--- config.mk ---
export PLATFORM = sky130hd
export DESIGN_NAME = sd_emmc_ddr_rx
export DESIGN_NICKNAME = d
export VERILOG_FILES = /design/src/rtl/sd_emmc_ddr_rx.sv
export SDC_FILE = /design/constraint.sdc
export NUM_CORES = 1
export LEC_CHECK = 0
export BUFFER_PORTS_ARGS = -buffer_cell sky130_fd_sc_hd__buf_2
export CORE_MARGIN = 8
export CORE_UTILIZATION = 50
export DETAILED_ROUTE_END_ITERATION = 16
export PLACE_DENSITY = 0.66
export SYNTH_ARGS = -nofsm -noshare
export SYNTH_HDL_FRONTEND = slang
export SYNTH_SLANG_ARGS = --single-unit
export TNS_END_PERCENT = 5
--- constraint.sdc ---
create_clock -name clk -period 2.99 [get_ports clk]
set_input_delay 0.299 -clock clk [delete_from_list [all_inputs] [get_ports clk]]
set_output_delay 0.299 -clock clk [all_outputs]
set_load 0.02 [all_outputs]
--- src/rtl/sd_emmc_ddr_rx.sv ---
// SD/eMMC DDR block receiver: waits for the start bit, captures one data block,
// checks the per-line, per-edge CRC16 values and the end bit, then reports status.
module sd_emmc_ddr_rx #(
    parameter int unsigned DATA_WIDTH     = 4,
    parameter int unsigned BLOCK_BYTES    = 512,
    parameter int unsigned TIMEOUT_CYCLES = 65535
) (
    input  logic                    clk,
    input  logic                    rst_n,
    input  logic [2*DATA_WIDTH-1:0] din,
    input  logic                    start,
    input  logic                    abort,
    output logic [2*DATA_WIDTH-1:0] dout,
    output logic                    dout_valid,
    output logic                    busy,
    output logic                    done,
    output logic                    crc_err,
    output logic                    end_err,
    output logic                    timeout
);

    localparam int unsigned Lanes  = 2 * DATA_WIDTH;
    localparam int unsigned Beats  = BLOCK_BYTES * 8 / Lanes;
    localparam int unsigned MaxA   = (Beats > TIMEOUT_CYCLES) ? Beats : TIMEOUT_CYCLES;
    localparam int unsigned CntMax = (MaxA > 16) ? MaxA : 16;
    localparam int unsigned CntW   = $clog2(CntMax + 1);

    typedef enum logic [2:0] {StIdle, StWaitStart, StData, StCrc, StEnd} state_e;

    state_e           state_q;
    logic [CntW-1:0]  cnt_q;
    logic [CntW-1:0]  cnt_inc;
    logic [15:0]      crc_q    [Lanes];
    logic [15:0]      crc_next [Lanes];
    logic [3:0]       crc_idx;
    logic [Lanes-1:0] crc_mismatch;

    function automatic logic [15:0] crc16_step(input logic [15:0] c, input logic b);
        logic fb;
        fb = c[15] ^ b;
        return {c[14:0], 1'b0} ^ (fb ? 16'h1021 : 16'h0000);
    endfunction

    assign cnt_inc = cnt_q + 1'b1;
    assign busy    = (state_q != StIdle);
    // During CRC, cycle k carries bit 15-k of each lane's register.
    assign crc_idx = 4'd15 - cnt_q[3:0];

    always_comb begin
        for (int i = 0; i < Lanes; i++) begin
            crc_next[i]     = crc16_step(crc_q[i], din[i]);
            crc_mismatch[i] = din[i] ^ crc_q[i][crc_idx];
        end
    end

    always_ff @(posedge clk or negedge rst_n) begin
        if (!rst_n) begin
            state_q    <= StIdle;
            cnt_q      <= '0;
            dout       <= '0;
            dout_valid <= 1'b0;
            done       <= 1'b0;
            crc_err    <= 1'b0;
            end_err    <= 1'b0;
            timeout    <= 1'b0;
            for (int i = 0; i < Lanes; i++) crc_q[i] <= '0;
        end else begin
            done       <= 1'b0;
            dout_valid <= 1'b0;
            if (abort) begin
                state_q <= StIdle;
            end else begin
                unique case (state_q)
                    StIdle: begin
                        if (start) begin
                            state_q <= StWaitStart;
                            cnt_q   <= '0;
                            crc_err <= 1'b0;
                            end_err <= 1'b0;
                            timeout <= 1'b0;
                            for (int i = 0; i < Lanes; i++) crc_q[i] <= '0;
                        end
                    end
                    StWaitStart: begin
                        if (din == '0) begin
                            state_q <= StData;
                            cnt_q   <= '0;
                        end else if (cnt_inc == CntW'(TIMEOUT_CYCLES)) begin
                            cnt_q   <= cnt_inc;
                            timeout <= 1'b1;
                            done    <= 1'b1;
                            state_q <= StIdle;
                        end else begin
                            cnt_q <= cnt_inc;
                        end
                    end
                    StData: begin
                        dout       <= din;
                        dout_valid <= 1'b1;
                        for (int i = 0; i < Lanes; i++) crc_q[i] <= crc_next[i];
                        if (cnt_q == CntW'(Beats - 1)) begin
                            cnt_q   <= '0;
                            state_q <= StCrc;
                        end else begin
                            cnt_q <= cnt_inc;
                        end
                    end
                    StCrc: begin
                        if (|crc_mismatch) crc_err <= 1'b1;
                        if (cnt_q == CntW'(15)) begin
                            cnt_q   <= '0;
                            state_q <= StEnd;
                        end else begin
                            cnt_q <= cnt_inc;
                        end
                    end
                    StEnd: begin
                        if (din != '1) end_err <= 1'b1;
                        done    <= 1'b1;
                        state_q <= StIdle;
                    end
                    default: state_q <= StIdle;
                endcase
            end
        end
    end

endmodule

==> results of run 1 <==
==> metrics by stage <==
stage	total power (uW)	cells	hold WS, ns	utilization	area [sq um]
detailed placement	2640	848	0.415	0.530	8090
floorplan	2510	651	0.00341	-	7820
global placement	2640	848	0.408	0.530	8090
CTS	4730	881	0.0940	0.568	8670
global route	4850	881	0.119	0.568	8670
finish	4680	881	0.110	0.568	8670
==> layout make-up <==
cell class              instances  area, sq um
clock buffers                  23          488
clock inverters                 9         82.6
fillers                      1269         6590
inverters                      11         42.5
multi-input cells             425         3500
flip-flops and latches        160         4010
well taps                     211          264
repair buffers                 42          287
==> cells by family (layout without fill, tap and decap cells) <==
kind of cell | Yosys count | after routing | synth area share
AOI/OAI and AO/OA | 193 | 193 | 0.194
xor gates and xnor gates | 35 | 35 | 0.0392
adders and majority gates | 2 | 2 | 0.00320
buffers and inverters | 66 | 85 | 0.0418
DFF | 160 | 160 | 0.512
muxes | 49 | 49 | 0.112
and+or+nand+nor | 146 | 146 | 0.0973
==> Yosys cell counts (2+ instances only) <==
cell / n / area, sq um
dfrtp_1: 160 / 4000
a22o_1: 121 / 1060
nand2_1: 58 / 218
clkbuf_1: 37 / 139
xnor2_1: 27 / 236
mux4_2: 26 / 586
a21oi_1: 17 / 85.1
nand3_1: 17 / 85.1
o21ai_0: 17 / 85.1
nor2_1: 14 / 52.6
mux2i_1: 11 / 110
inv_1: 10 / 37.5
mux2_2: 9 / 101
a31oi_1: 8 / 50.1
buf_2: 8 / 40.0
nor3_1: 8 / 40.0
xor2_1: 8 / 70.1
nand2b_1: 7 / 43.8
nor4_1: 6 / 37.5
o21ai_1: 6 / 30.0
buf_6: 5 / 56.3
nor2b_1: 5 / 31.3
and3_1: 4 / 25.0
nand4_1: 4 / 25.0
or2_2: 4 / 25.0
mux4_1: 3 / 78.8
o22ai_1: 3 / 18.8
or4_1: 3 / 22.5
a221oi_1: 2 / 17.5
ha_1: 2 / 25.0
nand3b_1: 2 / 15.0
o2111ai_1: 2 / 17.5
o221ai_1: 2 / 17.5
o31a_1: 2 / 17.5
o31ai_1: 2 / 15.0
or4_4: 2 / 22.5
==> critical path, delay by kind of cell (launching register included) <==
| kind | cells | cell delay [ns] |
|---|---|---|
| buf+inv | 1 | 0.44 |
| compound gates | 3 | 0.53 |
| simple gates | 3 | 1.11 |
| flops | 1 | 0.55 |
==> timing repair <==
| action | 4_1_cts | 5_1_grt |
|---|---|---|
| endpoints found under the setup margin | 0 | 1 |
| gates resized for setup | 0 | 1 |
| hold buffers | 1 | 0 |
| hold endpoints to repair | 83 | 0 |
==> power by group through the flow <==
stage | clock, uW | combinational (uW) | sequential (uW)
after CTS | 2130 | 394 | 2210
after floorplan | 0 | 265 | 2250
final | 2090 | 388 | 2210
after detailed placement | 0 | 392 | 2250
after global placement | 0 | 387 | 2250
after global routing | 2210 | 432 | 2210
==> sequential cells by signal, summed over array words and instances, names as in the netlist <==
register and cells:
crc_q 128, cnt_q 16, dout 8, state_q 3, crc_err 1, done 1
dout_valid 1, end_err 1, timeout 1
==> path summary, 6_finish.rpt <==
check                                      from                     end  slack (ns)  depth (start not counted)
max reg2reg                cnt_q[0]$_DFFE_PN0P_          done$_DFF_PN0_        0.29                          7
min                                       abort          done$_DFF_PN0_        0.11                          2
max                        cnt_q[0]$_DFFE_PN0P_          done$_DFF_PN0_        0.29                          7
min reg2reg                 dout[2]$_DFFE_PN0P_     dout[2]$_DFFE_PN0P_        0.47                          2
max in group asynchronous                 rst_n   crc_q[58]$_DFFE_PN0P_        1.59                          3
min in group asynchronous                 rst_n  crc_q[106]$_DFFE_PN0P_        0.51                          2
==> metal layers <==
layer,wire length (um),vias up,track usage,part of all wire
li1,-,2471,-,-
met2,8000,103,0.266,0.47
met5,0,-,0,0
met4,237,0,0.0667,0.014
met3,674,15,0.0409,0.040
met1,7970,2801,0.251,0.47
==> impl_metrics.toml, run 1 <==
[run_status]
status = "complete, no violations"

[worst_setup_path]
crit_path_end_kind = "register"
crit_type = "reg -> reg"
critPathMaxFanout = 24
crit_chain = "buf_4, nand2_4, or4_4, a2111oi_2, a31oi_1, or4_4, a21oi_2"
cp.required_ns = 3.35
slowest_stage = "dfrtp_2"
cpPeakStageDelay_ns = 0.55
critical_path.most_common_cell = "or4_4"
start_kind = "register"
arrival_ns = 3.06

[clock_tree]
clock-sinks = 160
ctsLongestPathBuffers = 2
clock_latency_ns = 0.43
cts_buffers = 17
path_clk_slew_ns = 0.06
cts_tree = "done"
h-tree-depth = 4
cts_setup_buffers = 0
cts_root_buf = "clkbuf_16"

[timing]
max_freq_mhz = 370
fin_crit_ns = 2.70
tns_ns = 0
post-route-period-util = 0.903
maxSlewHeadroom = 0.481
finalHoldViolCount = 0
max_slew.worst_pin.slew_ns = 0.779
grt_setup_unrepaired = "no"
setup_ws_ns = 0.289
fin_skew_ns = 0.0138
maxSlewViolCount = 0
setup_violations = 0

[global_route]
grt-ovfl-total = 0
antenna_found_initial = 0
grt_max_degree = 129
grt_pass1_vias = 5311
grt_pass1_wl_um = 28500
grt_usage = 0.179

[layout]
layout_commonest_cell = "dfrtp_1"
mostFrequentLayoutCells = "dfrtp_1, a22o_1, nand2_1"
final_nets = 671
diodes = 0
drive_gt1_frac = 0.188
syn_to_final_growth_pct = 10.9

[power]
cellPowerDensity_mw_per_mm2 = 540
p_leak_uw = 0.00385
switching_share = 0.243
clockPowerShare = 0.445
ir_drop_mv = 0.459
power_frac_seq = 0.472
pwr-share-comb = 0.083
p_int_uw = 3550
power_switching_uw = 1140

[synth]
synth_ff_type = "dfrtp_1"
syn_area_per_cell_sq_um = 12.0
synth_edf_count = 0
async_flop_share = 1.00
yosysUniqueCellTypes = 65
yosysWarnings = 0
synthCells = 651
yosys_register_bits = 160
ys_seq_area_frac = 0.512
syn_area_sq_mm = 0.00782
syn-num-nets = 665

[detailed_routing]
via_count = 5390
drc_errors = 0
postRouteWirelength_um = 16900
wl_per_cell_um = 19.2
drt_pass1_iterations = 5
drtIter0Drc = 428
ant_nets = 0
vias_per_cell = 6.12

[job]
max_cap_violations = 0

[worst_hold_path]
hold_class = "in -> reg"

[die]
core_sq_mm = 0.0153
num_rows = 45
dieArea_sq_mm = 0.0199
die_y_um = 141
io_pins = 26
initial_utilization = 0.512
die_w_um = 141

[place]
place_ws_ns = 0.245
post-dp-hpwl_um = 10500
place_congestion = 0.816
port_buffers = 25
Power figures use the tool's default switching activity.
==> run 2: changes to the inputs <==
Settings changed: ABC_AREA set to 1.
==> impl_metrics.toml, run 2 <==
[worst_setup_path]
r2r-start = "cnt_q[1]$_DFFE_PN0P_"
r2r-end = "crc_err$_DFFE_PN0P_"
critPathMaxFanout = 17
start_kind = "register"
r2r_cells = 12
cp.required_ns = 3.31
crit_type = "reg -> reg"
crit_path_end_kind = "register"
ff2ff_setup_slack_ns = 0.64
arrival_ns = 2.67

[job]
max_cap_violations = 0

[detailed_routing]
vias_per_cell = 5.47
drtIter0Drc = 711
drc_errors = 0
ant_nets = 0
drt_pass1_iterations = 6
wl_per_cell_um = 15.9
via_count = 6880
postRouteWirelength_um = 19900

[synth]
ys_seq_area_frac = 0.499
syn_area_per_cell_sq_um = 7.88
syn-num-nets = 1032
synth_ff_type = "dfrtp_1"
yosysTopAreaCell = "dfrtp_1"
synth_edf_count = 0
yosysUniqueCellTypes = 31
yosys_register_bits = 160
yosysMostFrequentCell = "nand2_1"
yosysWarnings = 0
synth_area_leaders = "dfrtp_1, o22ai_1, nand2_1, inv_1, nand3_1"
syn_area_sq_mm = 0.00802
synthCells = 1018
synth_common_cells = "nand2_1, inv_1, dfrtp_1"
synth_top_area_frac = 0.499
async_flop_share = 1.00

[die]
die_w_um = 143
io_pins = 26
dieArea_sq_mm = 0.0204
core_sq_mm = 0.0158
initial_utilization = 0.509
die_y_um = 143
num_rows = 46

[layout]
diodes = 0
syn_to_final_growth_pct = 11.9
instances_no_fill = 1257
reg_top3 = "crc_q x128, cnt_q x16, dout x8"
layout_commonest_cell = "nand2_1"
final_nets = 1042
nFillCells = 1525
mostFrequentLayoutCells = "nand2_1, inv_1, dfrtp_1"
regMostFlops = "crc_q"
drive_gt1_frac = 0.0865
largest_reg_flops = 128

[timing]
max_freq_mhz = 425
maxSlewViolCount = 0
grt_setup_unrepaired = "no"
post-route-period-util = 0.787
setup_violations = 0
setup_ws_ns = 0.638
max_slew.worst_pin.slew_ns = 0.782
fin_crit_ns = 2.35
maxSlewHeadroom = 0.478
fin_skew_ns = 0.00825
tns_ns = 0
finalHoldViolCount = 0

[place]
port_buffers = 25
placed_cells = 1224
place_ws_ns = 0.679
post-dp-hpwl_um = 13100
place_congestion = 0.892

[worst_hold_path]
min_from = "abort"
hold_end = "done$_DFF_PN0_"
hold_class = "in -> reg"
whs_path_depth = 2

[clock_tree]
cts_buffers = 17
path_clk_slew_ns = 0.07
cts_tree = "done"
clock-sinks = 160
cts_setup_buffers = 0
h-tree-depth = 4
cts_root_buf = "clkbuf_16"
ctsLongestPathBuffers = 2
clock_latency_ns = 0.43

[global_route]
antenna_found_initial = 0
grt_usage = 0.207
grt_max_degree = 66
grt-ovfl-total = 0
grt_pass1_vias = 6516
grt_pass1_wl_um = 33200

[power]
p_leak_uw = 0.00410
ir_drop_mv = 0.517
cellPowerDensity_mw_per_mm2 = 591

[run_status]
status = "complete, no violations"
run 2: layer usage:
metal	vias to the layer above	part of all wire	GRT usage	wire, um
met2	201	0.45	0.316	9010
li1	3376	-	-	-
met3	22	0.064	0.0404	1280
met1	3281	0.47	0.290	9430
met5	-	0	0	0
met4	0	0.011	0.0638	216
run 2: worst max path at each step:
stage                         startpoint                endpoint  slack (ns)  depth (start not counted)
floorplan           cnt_q[0]$_DFFE_PN0P_  state_q[0]$_DFFE_PN0P_        1.18                         14
global placement    cnt_q[0]$_DFFE_PN0P_  state_q[0]$_DFFE_PN0P_        0.71                         13
detailed placement  cnt_q[1]$_DFFE_PN0P_     crc_err$_DFFE_PN0P_        0.68                         12
global route        cnt_q[0]$_DFFE_PN0P_  state_q[0]$_DFFE_PN0P_        0.38                         12
finish              cnt_q[1]$_DFFE_PN0P_     crc_err$_DFFE_PN0P_        0.64                         12
CTS                 cnt_q[1]$_DFFE_PN0P_     crc_err$_DFFE_PN0P_        0.67                         12
run 2: where the power goes:
part           switching (uW)  internal [uW]  total (uW)
combinational             616            255         871
sequential               59.5           2240        2300
clock                     900           1240        2140
run 2: cells by family after synthesis:
group,count (synthesis),share of synthesized area
buffers and inverters,234,0.116
xor gates and xnor gates,11,0.0120
and+or+nand+nor,402,0.213
AOI/OAI and AO/OA,209,0.157
DFF,160,0.499
adders and majority gates,2,0.00312
run 2: timing repair:
item | 4_1_cts | 5_1_grt
hold buffers | 1 | 0
gates resized for setup | 0 | 0
setup endpoints to repair | 0 | 0
hold endpoints to repair | 62 | 0
run 2: area by class of cell:
cell class,count,area [sq um],area share
Multi-Input combinational cell,624,3090,0.344
Sequential cell,160,4010,0.446
Clock buffer,21,480,0.0535
Timing Repair Buffer,43,344,0.0383
Inverter,182,686,0.0763
Tap cell,216,270,0.0301
Clock inverter,11,104,0.0116
run 2: through the flow:
stage	instance area, sq um	power, uW	hold WS [ns]	utilization
detailed placement	8390	3210	0.335	0.532
finish	8980	5310	0.147	0.570
global route	8980	5530	0.143	0.570
global placement	8390	3200	0.335	0.532
floorplan	8020	2900	0.00341	-
CTS	8980	5340	0.116	0.570
run 2: worst max-delay path, stage by stage, from the launching register on:
cell and delay, ns:
dfrtp_1 0.49, buf_4 0.21, clkinv_1 0.48, a21oi_1 0.30, o21ai_0 0.12, nand3_1 0.08, nand2_1 0.07, nand3_1 0.07
nand3_1 0.10, nor2_1 0.14, nand2_1 0.07, nand2_1 0.05, nand2_1 0.04
==> run 3: changes to the inputs <==
Settings changed: ABC_AREA 1 to 0.
Clock period 2.99 ns to 2.25 ns, I/O delays scaled along.
==> impl_metrics.toml, run 3 (synthesized netlist as in run 1, its figures left out) <==
[detailed_routing]
drc_errors = 0
wl_per_cell_um = 19.1
vias_per_cell = 6.03
drt_pass1_iterations = 5
drtIter0Drc = 434
via_count = 5703
ant_nets = 0
postRouteWirelength_um = 18100

[worst_setup_path]
crit_chain = "buf_12, buf_12, nand2_4, or4_4, a2111oi_4, a31oi_1, or4_4, a21oi_2"
slowest_stage = "or4_4"
start_kind = "register"
critPathMaxFanout = 8
crit_type = "reg -> reg"
crit_path_end_kind = "register"
cpPeakStageDelay_ns = 0.51
cp.required_ns = 2.61
arrival_ns = 2.80

[timing]
maxSlewViolCount = 0
max_slew.worst_pin.slew_ns = 0.573
maxSlewHeadroom = 0.618
tns_ns = -0.556
max_freq_mhz = 411
setup_ws_ns = -0.182
post-route-period-util = 1.08
setup_violations = 4
grt_setup_unrepaired = "yes"
finalHoldViolCount = 0
fin_skew_ns = 0.00923
fin_crit_ns = 2.43

[global_route]
grt-ovfl-total = 0
grt_pass1_vias = 5728
antenna_found_initial = 0
grt_usage = 0.189
grt_pass1_wl_um = 30100
grt_max_degree = 129

[layout]
drive_gt1_frac = 0.272
final_nets = 735
final_util = 0.611
regMostFlops = "crc_q"
mostFrequentLayoutCells = "dfrtp_1, a22o_1, buf_4"
instances_no_fill = 945
layout_commonest_cell = "dfrtp_1"
syn_to_final_growth_pct = 19.3
diodes = 0
reg_top3 = "crc_q x128, cnt_q x16, dout x8"
largest_reg_flops = 128

[die]
core_sq_mm = 0.0153
dieArea_sq_mm = 0.0199
die_w_um = 141
die_y_um = 141
initial_utilization = 0.512
io_pins = 26
num_rows = 45

[clock_tree]
cts_buffers = 17
path_clk_slew_ns = 0.07
clock_latency_ns = 0.43
cts_tree = "done"
clock-sinks = 160
h-tree-depth = 4
cts_root_buf = "clkbuf_16"
ctsLongestPathBuffers = 2

[power]
power_uw = 6350
cellPowerDensity_mw_per_mm2 = 681
switching_share = 0.268
clockPowerShare = 0.435
power_frac_seq = 0.460
p_int_uw = 4650
ir_drop_mv = 0.584
p_leak_uw = 0.00423
pwr-share-comb = 0.105
power_switching_uw = 1700

[place]
post-dp-hpwl_um = 11700
port_buffers = 25
placed_cells = 900
place_congestion = 0.844

[job]
max_cap_violations = 0

[run_status]
violations = "negative setup slack"
status = "finished, violations left"

[worst_hold_path]
hold_class = "in -> reg"
==> run 3: through the flow <==
stage                     hold WS (ns)  cell area [sq um]  worst slack [ns]
after CTS                       0.0316               9240            -0.227
after global placement           0.268               8560            -0.264
after floorplan                -0.0706               7860           -0.0316
after global routing            0.0484               9320            -0.257
after detailed placement         0.276               8560            -0.355
final                           0.0546               9320            -0.182
==> run 3: repair_timing <==
item	in CTS	in global routing
pin swaps	8	4
setup endpoints to repair	14	18
buffers inserted	6	6
hold buffers	1	0
gates cloned	0	0
endpoints found under the hold margin	160	0
gates resized for setup	12	6
==> run 3: final cells by class <==
cell class / count / area (sq um)
multi-input cells: 425 / 3580
flip-flops and latches: 160 / 4010
well taps: 211 / 264
fillers: 1180 / 5930
inverters: 11 / 42.5
clock inverters: 14 / 141
clock buffers: 18 / 429
repair buffers: 106 / 857
==> run 3: path summary, 6_finish.rpt <==
kind / start / endpoint / slack, ns / cells after the start
setup reg to reg: cnt_q[0]$_DFFE_PN0P_ / done$_DFF_PN0_ / -0.18 / 8
min in group asynchronous: rst_n / crc_q[96]$_DFFE_PN0P_ / 0.36 / 3
hold reg to reg: dout[5]$_DFFE_PN0P_ / dout[5]$_DFFE_PN0P_ / 0.48 / 2
hold / removal: abort / done$_DFF_PN0_ / 0.05 / 2
setup / recovery: cnt_q[0]$_DFFE_PN0P_ / done$_DFF_PN0_ / -0.18 / 8
max in group asynchronous: rst_n / cnt_q[0]$_DFFE_PN0P_ / 1.50 / 3
==> run 3: critical path: cells and delay by family (launching register included) <==
family | cells | cell delay, ns
and+or+nand+nor | 3 | 1.07
AOI/OAI and AO/OA | 3 | 0.60
DFF | 1 | 0.43
buffers and inverters | 2 | 0.27
==> run 3: layer usage <==
layer / share of wire / vias to the layer above / track usage
met3: 0.053 / 33 / 0.0419
met2: 0.48 / 157 / 0.292
li1: - / 2604 / -
met4: 0.020 / 0 / 0.0741
met5: 0 / - / 0
met1: 0.45 / 2909 / 0.256
==> run 3: power groups by stage <==
stage / sequential [uW] / clock, uW / combinational, uW
after floorplan: 2990 / 0 / 359
after detailed placement: 2980 / 0 / 590
after CTS: 2920 / 2830 / 641
final: 2920 / 2760 / 665
after global routing: 2920 / 2950 / 727
after global placement: 2980 / 0 / 582
